[src/rtl/bcd_scan_ctrl.sv]
// bcd_scan_ctrl: time-multiplexing scheduler for a 74LS42-style BCD-to-decimal
// decoder. Cycles through the enabled channels and holds each one for DWELL
// cycles. Between channels it inserts BLANK cycles of code 4'hF, which drives
// every decoder output high.
//
// Ports:
//   clk        system clock, rising edge
//   rst        asynchronous active-high reset
//   en         scan enable; low forces IDLE
//   hold       (only with BCD_SCAN_HOLD_EN) freezes the dwell/gap counter
//   ch_mask    per-channel enable, bit i selects decimal output Yi
//   D,C,B,A    BCD code to the decoder (registered)
//   active     high while a channel code 0..9 is driven
//   ch_idx     index of the last driven channel
//   frame_done one-cycle pulse after the final dwell of a frame
//
// Optional feature macro: BCD_SCAN_HOLD_EN (adds the hold input).
module bcd_scan_ctrl #(
    parameter int unsigned NUM_CH = 10,
    parameter int unsigned DWELL  = 1000,
    parameter int unsigned BLANK  = 2
) (
    input  logic       clk,
    input  logic       rst,
    input  logic       en,
`ifdef BCD_SCAN_HOLD_EN
    input  logic       hold,
`endif
    input  logic [9:0] ch_mask,
    output logic       D,
    output logic       C,
    output logic       B,
    output logic       A,
    output logic       active,
    output logic [3:0] ch_idx,
    output logic       frame_done
);

    localparam int unsigned NCH_MAX  = 10;
    localparam bit          HAS_BLANK = (BLANK > 0);
    localparam int unsigned MAX_LOAD = (DWELL > BLANK) ? DWELL : BLANK;
    localparam int unsigned CNT_W    = (MAX_LOAD > 1) ? $clog2(MAX_LOAD) : 1;
    localparam logic [CNT_W-1:0] DWELL_LOAD = CNT_W'(DWELL - 1);
    localparam logic [CNT_W-1:0] BLANK_LOAD = CNT_W'(HAS_BLANK ? BLANK - 1 : 0);
    localparam logic [9:0]  MASK_VALID = 10'((1 << NUM_CH) - 1);
    localparam logic [3:0]  CODE_OFF   = 4'hF;

    typedef enum logic [1:0] {
        ST_IDLE,
        ST_DRIVE,
        ST_BLANK
    } state_t;

    state_t           state;
    logic [3:0]       code;
    logic [CNT_W-1:0] cnt;

    logic [9:0] emask;
    logic       any_en;
    logic [3:0] first_ch;
    logic [3:0] above_ch;
    logic       above_found;
    logic [3:0] nxt_ch;
    logic       hold_i;
    logic       dwell_end;

`ifdef BCD_SCAN_HOLD_EN
    assign hold_i = hold;
`else
    assign hold_i = 1'b0;
`endif

    assign {D, C, B, A} = code;

    // Channel selection: lowest enabled channel, and the next one above ch_idx
    always_comb begin
        emask       = ch_mask & MASK_VALID;
        any_en      = |emask;
        first_ch    = 4'd0;
        above_ch    = 4'd0;
        above_found = 1'b0;
        for (int i = NCH_MAX - 1; i >= 0; i--) begin
            if (emask[i]) begin
                first_ch = 4'(i);
                if (4'(i) > ch_idx) begin
                    above_ch    = 4'(i);
                    above_found = 1'b1;
                end
            end
        end
        nxt_ch = above_found ? above_ch : first_ch;
    end

    // A cleared mask bit cuts the dwell short even while held
    assign dwell_end = (!hold_i && cnt == '0) || !emask[ch_idx];

    // Scan FSM with registered outputs
    always_ff @(posedge clk or posedge rst) begin
        if (rst) begin
            state      <= ST_IDLE;
            code       <= CODE_OFF;
            active     <= 1'b0;
            ch_idx     <= 4'd0;
            frame_done <= 1'b0;
            cnt        <= '0;
        end else begin
            frame_done <= 1'b0;
            if (!en) begin
                state  <= ST_IDLE;
                code   <= CODE_OFF;
                active <= 1'b0;
                cnt    <= '0;
            end else begin
                case (state)
                    ST_IDLE: begin
                        code   <= CODE_OFF;
                        active <= 1'b0;
                        if (any_en) begin
                            state  <= ST_DRIVE;
                            code   <= first_ch;
                            active <= 1'b1;
                            ch_idx <= first_ch;
                            cnt    <= DWELL_LOAD;
                        end
                    end
                    ST_DRIVE: begin
                        if (dwell_end) begin
                            // No enabled channel above this one: the frame wraps
                            frame_done <= !above_found;
                            if (HAS_BLANK) begin
                                state  <= ST_BLANK;
                                code   <= CODE_OFF;
                                active <= 1'b0;
                                cnt    <= BLANK_LOAD;
                            end else if (any_en) begin
                                code   <= nxt_ch;
                                ch_idx <= nxt_ch;
                                cnt    <= DWELL_LOAD;
                            end else begin
                                state  <= ST_IDLE;
                                code   <= CODE_OFF;
                                active <= 1'b0;
                                cnt    <= '0;
                            end
                        end else if (!hold_i) begin
                            cnt <= cnt - CNT_W'(1);
                        end
                    end
                    ST_BLANK: begin
                        if (!hold_i && cnt == '0) begin
                            if (any_en) begin
                                state  <= ST_DRIVE;
                                code   <= nxt_ch;
                                active <= 1'b1;
                                ch_idx <= nxt_ch;
                                cnt    <= DWELL_LOAD;
                            end else begin
                                state <= ST_IDLE;
                                cnt   <= '0;
                            end
                        end else if (!hold_i) begin
                            cnt <= cnt - CNT_W'(1);
                        end
                    end
                    default: begin
                        state  <= ST_IDLE;
                        code   <= CODE_OFF;
                        active <= 1'b0;
                        cnt    <= '0;
                    end
                endcase
            end
        end
    end

endmodule

[config.mk]
export PLATFORM = sky130hd
export DESIGN_NAME = bcd_scan_ctrl
export DESIGN_NICKNAME = d
export VERILOG_FILES = /design/src/rtl/bcd_scan_ctrl.sv
export SDC_FILE = /design/constraint.sdc
export NUM_CORES = 1
export LEC_CHECK = 0
export CAP_MARGIN = 25
export CORE_MARGIN = 10
export CORE_UTILIZATION = 60
export CTS_CLUSTER_SIZE = 10
export DETAILED_ROUTE_END_ITERATION = 7
export DONT_BUFFER_PORTS = 1
export PLACE_DENSITY = 0.73
export SETUP_SLACK_MARGIN = 0.5
export SYNTH_ARGS = -nofsm -noshare
export SYNTH_HDL_FRONTEND = slang
export SYNTH_SLANG_ARGS = --single-unit
[constraint.sdc]
create_clock -name clk -period 2.92 [get_ports clk]
set_clock_uncertainty 0.15 [all_clocks]
set_input_delay 0.584 -clock clk [delete_from_list [all_inputs] [get_ports clk]]
set_output_delay 0.584 -clock clk [all_outputs]
set_load 0.01 [all_outputs]
# ---- Yosys cells after proc, flatten, opt, wreduce, memory -nomap -nowiden
# Index checks and enable logic that the tools add are counted.
dict set report word_totals {
  ff_bits 22
  in_bits 13
  wordCells 119
}
dict set report classes {
  magnitude_cmp 11
  n_addsub 1
  muxes 82
  eq_ne 9
  n_reduce_logical 10
}
# operator n
set op_table {}
lappend op_table {{4-bit two-way mux} 37}
lappend op_table {{10-bit two-way mux} 5}
lappend op_table {{1-bit two-way mux} 30}
lappend op_table {{10-bit case mux with 3 select lines} 1}
lappend op_table {{3-bit by 4-bit greater-than comparator with 1-bit output (first input constant)} 4}
lappend op_table {{3-bit inequality test (second input constant)} 4}
lappend op_table {{4-bit case mux with 3 select lines} 1}
lappend op_table {{10-bit logical NOT} 1}
lappend op_table {{10-bit OR reduction} 1}
lappend op_table {{10-bit by 1-bit subtractor with 10-bit output (second input constant)} 1}
lappend op_table {{1-bit by 4-bit greater-than comparator with 1-bit output (first input constant)} 2}
lappend op_table {{2-bit by 4-bit greater-than comparator with 1-bit output (first input constant)} 2}
lappend op_table {{4-bit greater-than comparator (first input constant)} 2}
lappend op_table {{2-bit two-way mux} 4}
lappend op_table {{4-bit case mux with 2 select lines} 1}
lappend op_table {{2-bit inequality test (second input constant)} 3}
lappend op_table {{2-bit case mux with 3 select lines} 1}
lappend op_table {{3-bit AND reduction} 2}
lappend op_table {{4-bit by 5-bit less-than comparator with 1-bit output (second input constant)} 1}
lappend op_table {{5-bit AND reduction} 1}
lappend op_table {{1-bit binary-select mux with 4-bit select} 1}
lappend op_table {{1-bit case mux with 3 select lines} 1}
lappend op_table {{2-bit by 1-bit equality test with 1-bit output (second input constant)} 1}
lappend op_table {{2-bit equality test (second input constant)} 1}
lappend op_table {{other kinds (4)} 5}

# ---- Depth between registers and ports, before layout
# Gate-level depths: netlist (run 1).
dict set report depth {
  word_depth 26
  depth_mapped 8
  depth_no_buf 7
}

# ---- Worst setup path before layout (run 1)
# Ideal clock, no wire load.
dict set report synth_timing {
  path_type {reg-to-reg}
  start {reg cnt[0]}
  end {reg active}
  path_buffers 1
  slack_ns 0.512
  period_less_slack_ns 2.408
  arrival_time_ns 2.140
  path_stages_with_launch 9
  setup_ns 0.118
  cell_sequence {dfrtp_1 > inv_1 > ha_1 > or4b_1 > or3_1 > buf_6 > o2111a_4 > o21a_1 > a21o_1}
}
dict set report synth_via {
  elab_chain_len 4
}
# item line_no
set synth_rtl {}
lappend synth_rtl {{start: declaration} 56} ;# logic [CNT_W-1:0] cnt;
lappend synth_rtl {{start signal: assignment} 146} ;# cnt <= cnt - CNT_W'(1);
lappend synth_rtl {{start signal: assignment} 162} ;# cnt <= cnt - CNT_W'(1);
lappend synth_rtl {{10-bit logical NOT (*)} {95, 150}}
lappend synth_rtl {{1-bit logical OR} 95} ;# assign dwell_end = (!hold_i && cnt == '0) || !emask[ch_idx];
lappend synth_rtl {{3-bit inequality test (no line)} -}
lappend synth_rtl {{3-bit AND reduction (no line) (*)} -}
lappend synth_rtl {{end signal: assignment} 102} ;# active <= 1'b0;
lappend synth_rtl {{end signal: assignment} 111} ;# active <= 1'b0;
lappend synth_rtl {{end signal: assignment} 154} ;# active <= 1'b1;
lappend synth_rtl {{end: declaration} 34} ;# output logic active,
# Every way passes the cells marked *; elsewhere a longest branch is shown, timed or not.
# A chain may end at the register's enable or synchronous reset.

# ---- Final worst setup path (run 1)
dict set report layout_timing {
  start {reg cnt[0]}
  end {reg code[3]}
}
dict set report layout_via {
  elab_chain_len 4
}
# item line_no
set layout_rtl {}
lappend layout_rtl {{10-bit logical NOT (*)} {95, 150}}
lappend layout_rtl {{1-bit logical OR} 95}
lappend layout_rtl {{3-bit inequality test (no line)} -}
lappend layout_rtl {{3-bit AND reduction (no line) (*)} -}
lappend layout_rtl {{end signal: assignment} 120} ;# code <= first_ch;
lappend layout_rtl {{end signal: assignment} 136} ;# code <= nxt_ch;
lappend layout_rtl {{end signal: assignment} 153} ;# code <= nxt_ch;
lappend layout_rtl {{end: declaration} 55} ;# logic [3:0] code;
# Marks and branches as above.

==> insert_results.sql, run 1 <==
INSERT INTO impl_metrics (metric_group, metric, value, unit) VALUES
('pwr', 'clockPowerShare', '10.5', '%'),
('layout', 'finish.net_count', '241', ''),
('routing', 'route.detailed.wl_per_inst', '21.9', 'um'),
('routing', 'post_drt_via_cell_ratio', '7.25', ''),
('status', 'outcome', 'finished, final reports clean', ''),
('yosys', 'synth_enable_flop_cells', '0', ''),
('setup_path', 'family_with_the_most_delay_on_the_worst_path', 'simple AND/OR/NAND/NOR gates', ''),
('yosys', 'yosys.cell_types.count', '67', ''),
('floorplan', 'pin_count', '23', ''),
('layout', 'area_growth', '15.0', '%'),
('grt', 'overflow_after_grt', '0', ''),
('place', 'port_buffers', '0', ''),
('setup_path', 'setup.worst_path.start_class', 'register', ''),
('yosys', 'yosys_warnings', '0', ''),
('layout', 'layout-drive-gt1-share', '28.8', '%'),
('yosys', 'syn-instance-count', '214', ''),
('floorplan', 'floorplan.die.width', '75.4', 'um'),
('grt', 'grt_pass1_vias', '1916', ''),
('place', 'dp.final_hpwl', '3750', 'um'),
('cts', 'cts_inserted_buffers', '3', ''),
('floorplan', 'count_of_standard_cell_rows', '20', ''),
('pwr', 'power.combinational.fraction', '58.5', '%'),
('place', 'placed_instance_area', '0.00187', 'mm2'),
('setup_path', 'timing.critical_path.buf_inv', '1', ''),
('setup_path', 'r2r-start', 'cnt[0]', ''),
('yosys', 'synth_seq_area_share', '30.1', '%'),
('yosys', 'async_reset_ff_share', '100', '%'),
('floorplan', 'floorplan.die_area', '0.00569', 'mm2'),
('timing', 'finalMaxSlewViolations', '0', ''),
('yosys', 'netlist.top_cell.by_area', 'sky130_fd_sc_hd__dfrtp_1', ''),
('cts', 'cts-root-to-sink-buffers', '2', ''),
('yosys', 'mappedNetlistNets', '228', ''),
('timing', 'fmax', '401', 'MHz'),
('layout', 'finalNonFillerCells', '259', ''),
('grt', 'first_pass_grt_wire_length', '9270', 'um'),
('routing', 'routed-via-count', '1879', ''),
('routing', 'drt_iter0_drc', '224', ''),
('place', 'post-place-cells', '244', ''),
('floorplan', 'core', '0.00300', 'mm2'),
('pwr', 'leakagePower', '0.843', 'nW'),
('pwr', 'design_power_total', '2.35', 'mW'),
('setup_path', 'ff2ff_path_depth', '7', ''),
('yosys', 'synth.top_cells.by_area', 'sky130_fd_sc_hd__dfrtp_1 (24%), sky130_fd_sc_hd__dfstp_2 (5.7%), sky130_fd_sc_hd__nand2_1 (4.5%), sky130_fd_sc_hd__nor2_1 (4.5%), sky130_fd_sc_hd__a21oi_1 (3.3%)', ''),
('setup_path', 'crit_chain', 'inv_2 > ha_4 > or4b_4 > or3_4 > o2111a_4 > o21ai_4 > mux2i_1', ''),
('pwr', 'max-vdd-ir-drop', '605', 'uV'),
('setup_path', 'reg_to_reg_endpoint', 'code[3]', ''),
('cts', 'cts.reportedPaths.clkPinSlew', '0.14', 'ns'),
('timing', 'fin_worst_hold_slack', '0.134', 'ns'),
('yosys', 'synthTopCellsByCount', 'sky130_fd_sc_hd__nand2_1 (22), sky130_fd_sc_hd__nor2_1 (22), sky130_fd_sc_hd__dfrtp_1 (18)', ''),
('pwr', 'seq_power_share', '31.0', '%'),
('yosys', 'postSynthAreaPerCell', '8.62', 'um2'),
('timing', 'finalWorstPathRequiredPeriod', '2.50', 'ns'),
('flow_run', 'max-cap-violations', '0', ''),
('setup_path', 'cpMaxStageDelayCell', 'sky130_fd_sc_hd__or4b_4', ''),
('routing', 'drtAntennaViolNets', '0', ''),
('layout', 'insertedDiodeCount', '0', ''),
('timing', 'maxSlewHeadroom', '44.7', '%'),
('cts', 'cts_htree_levels', '1', ''),
('timing', 'timing.final.crit_share', '85.5', '%'),
('setup_path', 'criticalPathCategory', 'reg -> reg', ''),
('yosys', 'synthFlopType', 'sky130_fd_sc_hd__dfrtp_1', ''),
('routing', 'drc_errors', '0', ''),
('routing', 'wl', '5660', 'um'),
('place', 'gpl.final_weighted_congestion', '0.977', ''),
('timing', 'rsz0062_at_grt', 'yes', ''),
('yosys', 'synth-seq-cells', '22', ''),
('timing', 'tns', '0', 'ns'),
('setup_path', 'reg2reg_setup_slack', '0.42', 'ns'),
('cts', 'clock_root_buffer_master', 'sky130_fd_sc_hd__clkbuf_4', ''),
('floorplan', 'floorplan.initialDensity', '61.4', '%'),
('cts', 'clkLatencyLatePin', '0.33', 'ns');
-- logic make-up (layout without fill, tap and decap cells) --
| logic type | count (synthesis) | count (layout) | synth area share [%] |
|---|---|---|---|
| flip-flops | 22 | 22 | 30.1 |
| AO/OA/AOI/OAI | 86 | 86 | 36.3 |
| AND/OR/NAND/NOR | 77 | 77 | 22.9 |
| multiplexers | 6 | 6 | 4.00 |
| buffers and inverters | 22 | 34 | 6.04 |
| adder cells (fa/ha/maj) | 1 | 1 | 0.678 |
-- sequential cells by signal (all words and copies together), names as in the netlist --
| register | flops |
|---|---|
| state | 2 |
| frame_done | 1 |
| code | 4 |
| ch_idx | 4 |
| cnt | 10 |
| active | 1 |
-- placed cells by master (no fill, tap or decap), types with 4 or more instances in the layout --
cell	n
sky130_fd_sc_hd__dfstp_2	4
sky130_fd_sc_hd__o21ai_0	6
sky130_fd_sc_hd__nand2_1	22
sky130_fd_sc_hd__o31a_1	4
sky130_fd_sc_hd__o221ai_1	6
sky130_fd_sc_hd__buf_4	15
sky130_fd_sc_hd__a21boi_0	5
sky130_fd_sc_hd__dfrtp_1	15
sky130_fd_sc_hd__a21oi_1	10
sky130_fd_sc_hd__o211ai_1	6
sky130_fd_sc_hd__o21a_1	5
sky130_fd_sc_hd__inv_1	10
sky130_fd_sc_hd__nor3_1	4
sky130_fd_sc_hd__mux2i_1	4
sky130_fd_sc_hd__nor2_1	22
-- worst max-delay path by stage --
stage / from / depth (start not counted) / to / slack, ns
floorplan: cnt[0] / 8 / active / 0.51
global placement: cnt[0] / 8 / ch_idx[0] / 0.34
detailed placement: cnt[0] / 8 / ch_idx[3] / 0.27
CTS: ch_idx[0] / 5 / ch_idx[1] / 0.50
global route: cnt[0] / 7 / code[3] / 0.40
finish: cnt[0] / 7 / code[3] / 0.42
-- metrics by stage --
| step | util, % | setup WS (ns) |
|---|---|---|
| 6_report | 70.6 | 0.424 |
| 2_1_floorplan | - | 0.512 |
| 3_3_place_gp | 62.3 | 0.337 |
| 5_1_grt | 70.6 | 0.399 |
| 3_5_place_dp | 62.3 | 0.267 |
| 4_1_cts | 67.4 | 0.501 |
-- layer usage --
layer | wire, um | track usage, % | up-vias
met5 | 0 | 0 | -
met3 | 452 | 5.86 | 19
li1 | - | - | 852
met2 | 2920 | 34.8 | 105
met1 | 2110 | 22.6 | 903
met4 | 179 | 12.4 | 0
-- what timing repair did --
| item | 4_1_cts | 5_1_grt |
|---|---|---|
| cloned | 0 | 0 |
| setup endpoints to repair | 20 | 20 |
| gates resized for setup | 12 | 20 |
| setup buffers | 7 | 4 |
| pin swaps | 2 | 8 |
-- power groups by stage --
stage | Sequential (mW) | Combinational (mW) | Clock [mW]
finish | 0.728 | 1.37 | 0.248
global route | 0.753 | 1.50 | 0.264
CTS | 0.717 | 1.19 | 0.247
detailed placement | 0.727 | 1.06 | 0
global placement | 0.715 | 1.02 | 0
floorplan | 0.602 | 0.927 | 0
-- layout make-up --
cell class | instances | area, um2
multi-input combinational | 170 | 1280
timing repair buffer | 18 | 140
fill | 239 | 882
sequential | 22 | 559
inverter | 12 | 45.0
clock buffer | 3 | 22.5
tap | 33 | 41.3
clock inverter | 1 | 30.0
Note: power is estimated with default switching activity, not from simulation.
==> inputs of run 2 (changes only) <==
- REMOVE_ABC_BUFFERS: default -> 1
- TNS_END_PERCENT: default -> 30
==> insert_results.sql, run 2 (synthesized netlist as in run 1, its figures left out) <==
INSERT INTO impl_metrics (metric_group, metric, value, unit) VALUES
('floorplan', 'count_of_standard_cell_rows', '20', ''),
('setup_path', 'reg2reg_setup_slack', '0.50', 'ns'),
('place', 'pre_cts_ws', '0.311', 'ns'),
('setup_path', 'setup.worst_path.start_class', 'register', ''),
('layout', 'register_area', '561', 'um2'),
('cts', 'cts-root-to-sink-buffers', '2', ''),
('cts', 'clkLatencyLatePin', '0.32', 'ns'),
('routing', 'drtAntennaViolNets', '0', ''),
('floorplan', 'floorplan.die.width', '75.4', 'um'),
('grt', 'overflow_after_grt', '0', ''),
('flow_run', 'max-cap-violations', '0', ''),
('routing', 'drc_errors', '0', ''),
('setup_path', 'crit_path_max_fanout', '10', ''),
('place', 'dp.final_hpwl', '3680', 'um'),
('layout', 'layout-drive-gt1-share', '23.6', '%'),
('cts', 'tritoncts', 'yes', ''),
('grt', 'first_pass_grt_wire_length', '8680', 'um'),
('cts', 'clock-sinks', '22', ''),
('grt', 'grt_pass1_vias', '1791', ''),
('place', 'port_buffers', '0', ''),
('timing', 'tns', '0', 'ns'),
('floorplan', 'core', '0.00300', 'mm2'),
('timing', 'fin_worst_hold_slack', '0.136', 'ns'),
('timing', 'finalMaxSlewViolations', '0', ''),
('timing', 'timing.final.crit_share', '83.0', '%'),
('setup_path', 'cp.required', '3.03', 'ns'),
('timing', 'hold_viol', '0', ''),
('setup_path', 'r2r-start', 'ch_idx[0]', ''),
('setup_path', 'criticalPathCategory', 'reg -> reg', ''),
('routing', 'post_drt_via_cell_ratio', '7.14', ''),
('setup_path', 'worst_setup_path_startpoint', 'ch_idx[0]', ''),
('layout', 'fill_cells', '240', ''),
('setup_path', 'crit_path_end_kind', 'register', ''),
('cts', 'cts.reportedPaths.clkPinSlew', '0.13', 'ns'),
('pwr', 'clockPowerShare', '11.2', '%'),
('layout', 'layout.cells.most_common_list', 'sky130_fd_sc_hd__nand2_1 (22), sky130_fd_sc_hd__nor2_1 (22), sky130_fd_sc_hd__dfrtp_1 (14)', ''),
('routing', 'route.detailed.wl_per_inst', '20.8', 'um'),
('pwr', 'seq_power_share', '34.6', '%'),
('setup_path', 'arrival', '2.53', 'ns'),
('pwr', 'power_per_cell_area', '1080', 'mW/mm2'),
('floorplan', 'pin_count', '23', ''),
('timing', 'finalWorstPathRequiredPeriod', '2.42', 'ns'),
('layout', 'multi_input_gate_area_in_the_final_layout', '0.00125', 'mm2'),
('pwr', 'max-vdd-ir-drop', '608', 'uV'),
('setup_path', 'crit_path_end', 'ch_idx[1]', ''),
('timing', 'rsz0062_at_grt', 'yes', ''),
('layout', 'finish.net_count', '231', ''),
('layout', 'area_growth', '9.02', '%'),
('layout', 'insertedDiodeCount', '0', ''),
('setup_path', 'reg_to_reg_endpoint', 'ch_idx[1]', ''),
('layout', 'utilization_of_the_core_after_routing', '67.0', '%'),
('status', 'outcome', 'finished, final reports clean', ''),
('routing', 'wl', '5170', 'um'),
('layout', 'largest_register_ffs', '10', ''),
('grt', 'grt_antenna_before_repair', '0', ''),
('cts', 'cts_htree_levels', '1', ''),
('worst_hold_path', 'timing.hold.worst.class', 'in -> async', ''),
('floorplan', 'die_height', '75.4', 'um'),
('cts', 'clock_root_buffer_master', 'sky130_fd_sc_hd__clkbuf_4', ''),
('place', 'gpl.final_weighted_congestion', '1.03', ''),
('floorplan', 'floorplan.die_area', '0.00569', 'mm2'),
('grt', 'grt_max_degree', '23', ''),
('timing', 'maxSlewHeadroom', '46.1', '%'),
('timing', 'fmax', '412', 'MHz'),
('pwr', 'power_switching', '1.04', 'mW'),
('timing', 'layout_setup_ws', '0.495', 'ns'),
('setup_path', 'ff2ff_path_depth', '5', ''),
('pwr', 'switching_share', '48.1', '%'),
('routing', 'drt_iter0_drc', '168', ''),
('routing', 'drt_pre_antenna_iters', '4', ''),
('floorplan', 'floorplan.initialDensity', '61.4', '%'),
('pwr', 'power.combinational.fraction', '54.2', '%'),
('pwr', 'leakagePower', '0.774', 'nW'),
('layout', 'largest_register', 'cnt', ''),
('layout', 'reg_top3', 'cnt (10), ch_idx (4), code (4)', ''),
('timing', 'timing.final.setup_violations', '0', ''),
('routing', 'routed-via-count', '1778', ''),
('grt', 'global_route.usage.total', '19.4', '%'),
('pwr', 'internal_power', '1.13', 'mW'),
('timing', 'tightest_slew', '0.808', 'ns'),
('cts', 'cts_inserted_buffers', '3', '');
[run 2: power groups by stage]
stage	Clock (mW)	Sequential (mW)	Combinational, mW
after detailed placement	0	0.753	1.00
after global routing	0.264	0.779	1.29
after global placement	0	0.746	0.982
after CTS	0.243	0.736	1.09
after floorplan	0	0.677	0.788
final	0.242	0.750	1.18
[run 2: per-stage QoR]
| step | instances | instance area (um2) | total power [mW] |
|---|---|---|---|
| after global placement | 242 | 1860 | 1.73 |
| after global routing | 249 | 2010 | 2.34 |
| after CTS | 249 | 1960 | 2.07 |
| final | 249 | 2010 | 2.17 |
| after detailed placement | 242 | 1860 | 1.76 |
| after floorplan | 204 | 1780 | 1.46 |
[run 2: metal layers]
| metal | vias to the layer above | wire [um] | part of all wire, % | track usage [%] |
|---|---|---|---|---|
| li1 | 832 | - | - | - |
| met1 | 856 | 2020 | 39 | 22.1 |
| met2 | 73 | 2630 | 51 | 33.4 |
| met3 | 17 | 373 | 7.2 | 4.69 |
| met4 | 0 | 144 | 2.8 | 9.07 |
| met5 | - | 0 | 0 | 0 |
[run 2: worst min-delay path by stage]
| stage | startpoint | end | slack [ns] | depth (start not counted) |
|---|---|---|---|---|
| final | rst | cnt[6] | 0.14 | 1 |
| after global routing | rst | cnt[8] | 0.18 | 1 |
| after CTS | rst | cnt[8] | 0.17 | 1 |
| after detailed placement | code[0] | code[0] | 0.34 | 2 |
| after global placement | code[3] | code[3] | 0.34 | 2 |
| after floorplan | code[0] | code[0] | 0.31 | 2 |
[run 2: final cells by class]
cell class / instances / area share [%]
well taps: 33 / 2.05
multi-input cells: 170 / 62.2
clock inverters: 1 / 1.49
flip-flops and latches: 22 / 27.9
inverters: 12 / 2.24
repair buffers: 8 / 3.05
clock buffers: 3 / 1.12
[run 2: critical path, cell delays in order, from the launching register on]
cell	delay (ns)
sky130_fd_sc_hd__dfrtp_2	0.53
sky130_fd_sc_hd__or3b_1	0.43
sky130_fd_sc_hd__a311o_1	0.44
sky130_fd_sc_hd__a31oi_2	0.27
sky130_fd_sc_hd__mux2_2	0.41
sky130_fd_sc_hd__a21oi_1	0.14
[run 2: repair_timing]
action                     in CTS  in global routing
pin swaps                       1                  5
hold buffers                    0                  0
resized for setup               9                 12
setup endpoints to repair      21                 19
setup buffers                   3                  0
cloned                          0                  0
==> inputs of run 3 (changes only) <==
- clock period: 2.92 -> 2.5 ns (I/O delays scaled with it)
==> insert_results.sql, run 3 (synthesized netlist as in run 1, its figures left out) <==
INSERT INTO impl_metrics (metric_group, metric, value, unit) VALUES
('layout', 'largest_register_ffs', '10', ''),
('grt', 'grt_antenna_before_repair', '0', ''),
('setup_path', 'reg2reg_setup_slack', '0.14', 'ns'),
('flow_run', 'max-cap-violations', '0', ''),
('grt', 'global_route.usage.total', '19.8', '%'),
('timing', 'fmax', '424', 'MHz'),
('cts', 'clock-sinks', '22', ''),
('cts', 'cts_inserted_buffers', '3', ''),
('worst_hold_path', 'timing.hold.worst.class', 'in -> async', ''),
('timing', 'finalWorstPathRequiredPeriod', '2.36', 'ns'),
('layout', 'largest_register', 'cnt', ''),
('grt', 'overflow_after_grt', '0', ''),
('routing', 'wl', '5460', 'um'),
('routing', 'drt_pre_antenna_iters', '4', ''),
('pwr', 'leakagePower', '0.851', 'nW'),
('timing', 'timing.final.setup_violations', '0', ''),
('floorplan', 'floorplan.die.width', '75.4', 'um'),
('layout', 'insertedDiodeCount', '0', ''),
('routing', 'drc_errors', '0', ''),
('layout', 'utilization_of_the_core_after_routing', '70.9', '%'),
('place', 'placed_instance_area', '0.00195', 'mm2'),
('place', 'port_buffers', '0', ''),
('cts', 'clkLatencyLatePin', '0.32', 'ns'),
('timing', 'maxSlewHeadroom', '44.0', '%'),
('floorplan', 'floorplan.initialDensity', '61.4', '%'),
('cts', 'tritoncts', 'yes', ''),
('floorplan', 'floorplan.die_area', '0.00569', 'mm2'),
('floorplan', 'pin_count', '23', ''),
('timing', 'hold_viol', '0', ''),
('setup_path', 'family_with_the_most_delay_on_the_worst_path', 'simple AND/OR/NAND/NOR gates', ''),
('place', 'post-place-cells', '254', ''),
('routing', 'post_drt_via_cell_ratio', '7.28', ''),
('grt', 'first_pass_grt_wire_length', '8960', 'um'),
('layout', 'reg_top3', 'cnt (10), ch_idx (4), code (4)', ''),
('place', 'gpl.final_weighted_congestion', '0.902', ''),
('pwr', 'max-vdd-ir-drop', '678', 'uV'),
('routing', 'drtAntennaViolNets', '0', ''),
('pwr', 'power_per_cell_area', '1280', 'mW/mm2'),
('setup_path', 'setup.worst_path.start_class', 'register', ''),
('layout', 'layout.cells.most_common_list', 'sky130_fd_sc_hd__nand2_1 (22), sky130_fd_sc_hd__nor2_1 (22), sky130_fd_sc_hd__buf_4 (21)', ''),
('status', 'outcome', 'finished, final reports clean', ''),
('setup_path', 'arrival', '2.46', 'ns'),
('layout', 'finish.net_count', '245', ''),
('timing', 'timing.final.crit_share', '94.3', '%'),
('layout', 'finalNonFillerCells', '263', ''),
('cts', 'cts_htree_levels', '1', ''),
('cts', 'clock_root_buffer_master', 'sky130_fd_sc_hd__clkbuf_4', ''),
('grt', 'grt_max_degree', '23', ''),
('floorplan', 'die_height', '75.4', 'um'),
('cts', 'cts_hold_buffers', '0', ''),
('grt', 'grt_pass1_vias', '1908', ''),
('setup_path', 'crit_path_max_fanout', '8', ''),
('floorplan', 'count_of_standard_cell_rows', '20', ''),
('layout', 'register_area', '557', 'um2'),
('setup_path', 'timing.critical_path.buf_inv', '1', ''),
('layout', 'layout-drive-gt1-share', '27.4', '%'),
('routing', 'routed-via-count', '1915', ''),
('setup_path', 'criticalPathCategory', 'reg -> reg', ''),
('setup_path', 'crit_chain', 'inv_2 > ha_4 > or4b_4 > or3_4 > o2111a_4 > o21ai_4 > mux2i_1', ''),
('layout', 'fill_cells', '236', ''),
('layout', 'final_area', '0.00213', 'mm2'),
('setup_path', 'cp.required', '2.60', 'ns'),
('timing', 'rsz0062_at_grt', 'yes', ''),
('setup_path', 'crit_path_end_kind', 'register', ''),
('setup_path', 'cpMaxStageDelayCell', 'sky130_fd_sc_hd__or4b_4', ''),
('timing', 'finalMaxSlewViolations', '0', ''),
('cts', 'cts.reportedPaths.clkPinSlew', '0.13', 'ns'),
('place', 'dp.final_hpwl', '3970', 'um'),
('timing', 'tightest_slew', '0.839', 'ns'),
('timing', 'fin_worst_hold_slack', '0.0696', 'ns'),
('layout', 'multi_input_gate_area_in_the_final_layout', '0.00126', 'mm2'),
('cts', 'cts-root-to-sink-buffers', '2', ''),
('layout', 'area_growth', '15.4', '%'),
('routing', 'drt_iter0_drc', '241', ''),
('setup_path', 'worst_path_largest_cell_delay', '0.51', 'ns'),
('pwr', 'design_power_total', '2.73', 'mW'),
('floorplan', 'core', '0.00300', 'mm2'),
('routing', 'route.detailed.wl_per_inst', '20.8', 'um');
## run 3: cell count changes in the layout (fill, tap and decap cells not counted), sizes merged
| cell | previous run | this run |
|---|---|---|
| buf | 8 | 22 |
## run 3: power by group
part	switching [mW]	internal, mW	total (mW)	leakage (nW)
combinational	0.901	0.740	1.64	0.556
sequential	0.273	0.534	0.808	0.267
clock	0.120	0.162	0.282	0.0279
total	1.29	1.44	2.73	0.851
## run 3: metrics by stage
| stage | TNS [ns] | setup WS, ns |
|---|---|---|
| floorplan | -0.222 | -0.131 |
| global placement | 0 | 0.0701 |
| detailed placement | 0 | 0.0250 |
| CTS | 0 | 0.154 |
| global route | 0 | 0.0698 |
| finish | 0 | 0.142 |
## run 3: timing repair
action,4_1_cts,5_1_grt
setup endpoints to repair,22,22
setup buffers,2,3
pin swaps,5,8
resized for setup,15,7
## run 3: worst register-to-register path, stage by stage, from the launching register on
cell	delay (ns)
sky130_fd_sc_hd__dfrtp_1	0.41
sky130_fd_sc_hd__inv_2	0.07
sky130_fd_sc_hd__ha_4	0.13
sky130_fd_sc_hd__or4b_4	0.51
sky130_fd_sc_hd__or3_4	0.39
sky130_fd_sc_hd__o2111a_4	0.20
sky130_fd_sc_hd__o21ai_4	0.21
sky130_fd_sc_hd__mux2i_1	0.23
## run 3: area by class of cell
class | instances | share of cell area, %
multi-input cells | 170 | 59.4
flip-flops and latches | 22 | 26.2
repair buffers | 22 | 7.94
inverters | 12 | 2.12
well taps | 33 | 1.94
clock inverters | 1 | 1.41
clock buffers | 3 | 1.06
## run 3: per-layer routing
layer,up-vias,track usage (%),wire length [um]
li1,862,-,-
met3,31,5.34,499
met1,907,20.9,1960
met2,115,35.2,2790
met4,0,10.1,211
met5,-,0,0
## run 3: path summary, 6_finish.rpt
kind | from | to | cells after the start
worst max-delay path | cnt[0] | code[3] | 7
worst min-delay path | rst | cnt[8] | 1
worst max register to register | cnt[0] | code[3] | 7
worst min register to register | code[0] | code[0] | 2
max in group asynchronous | rst | ch_idx[0] | 1
min in group clk | en | cnt[8] | 2
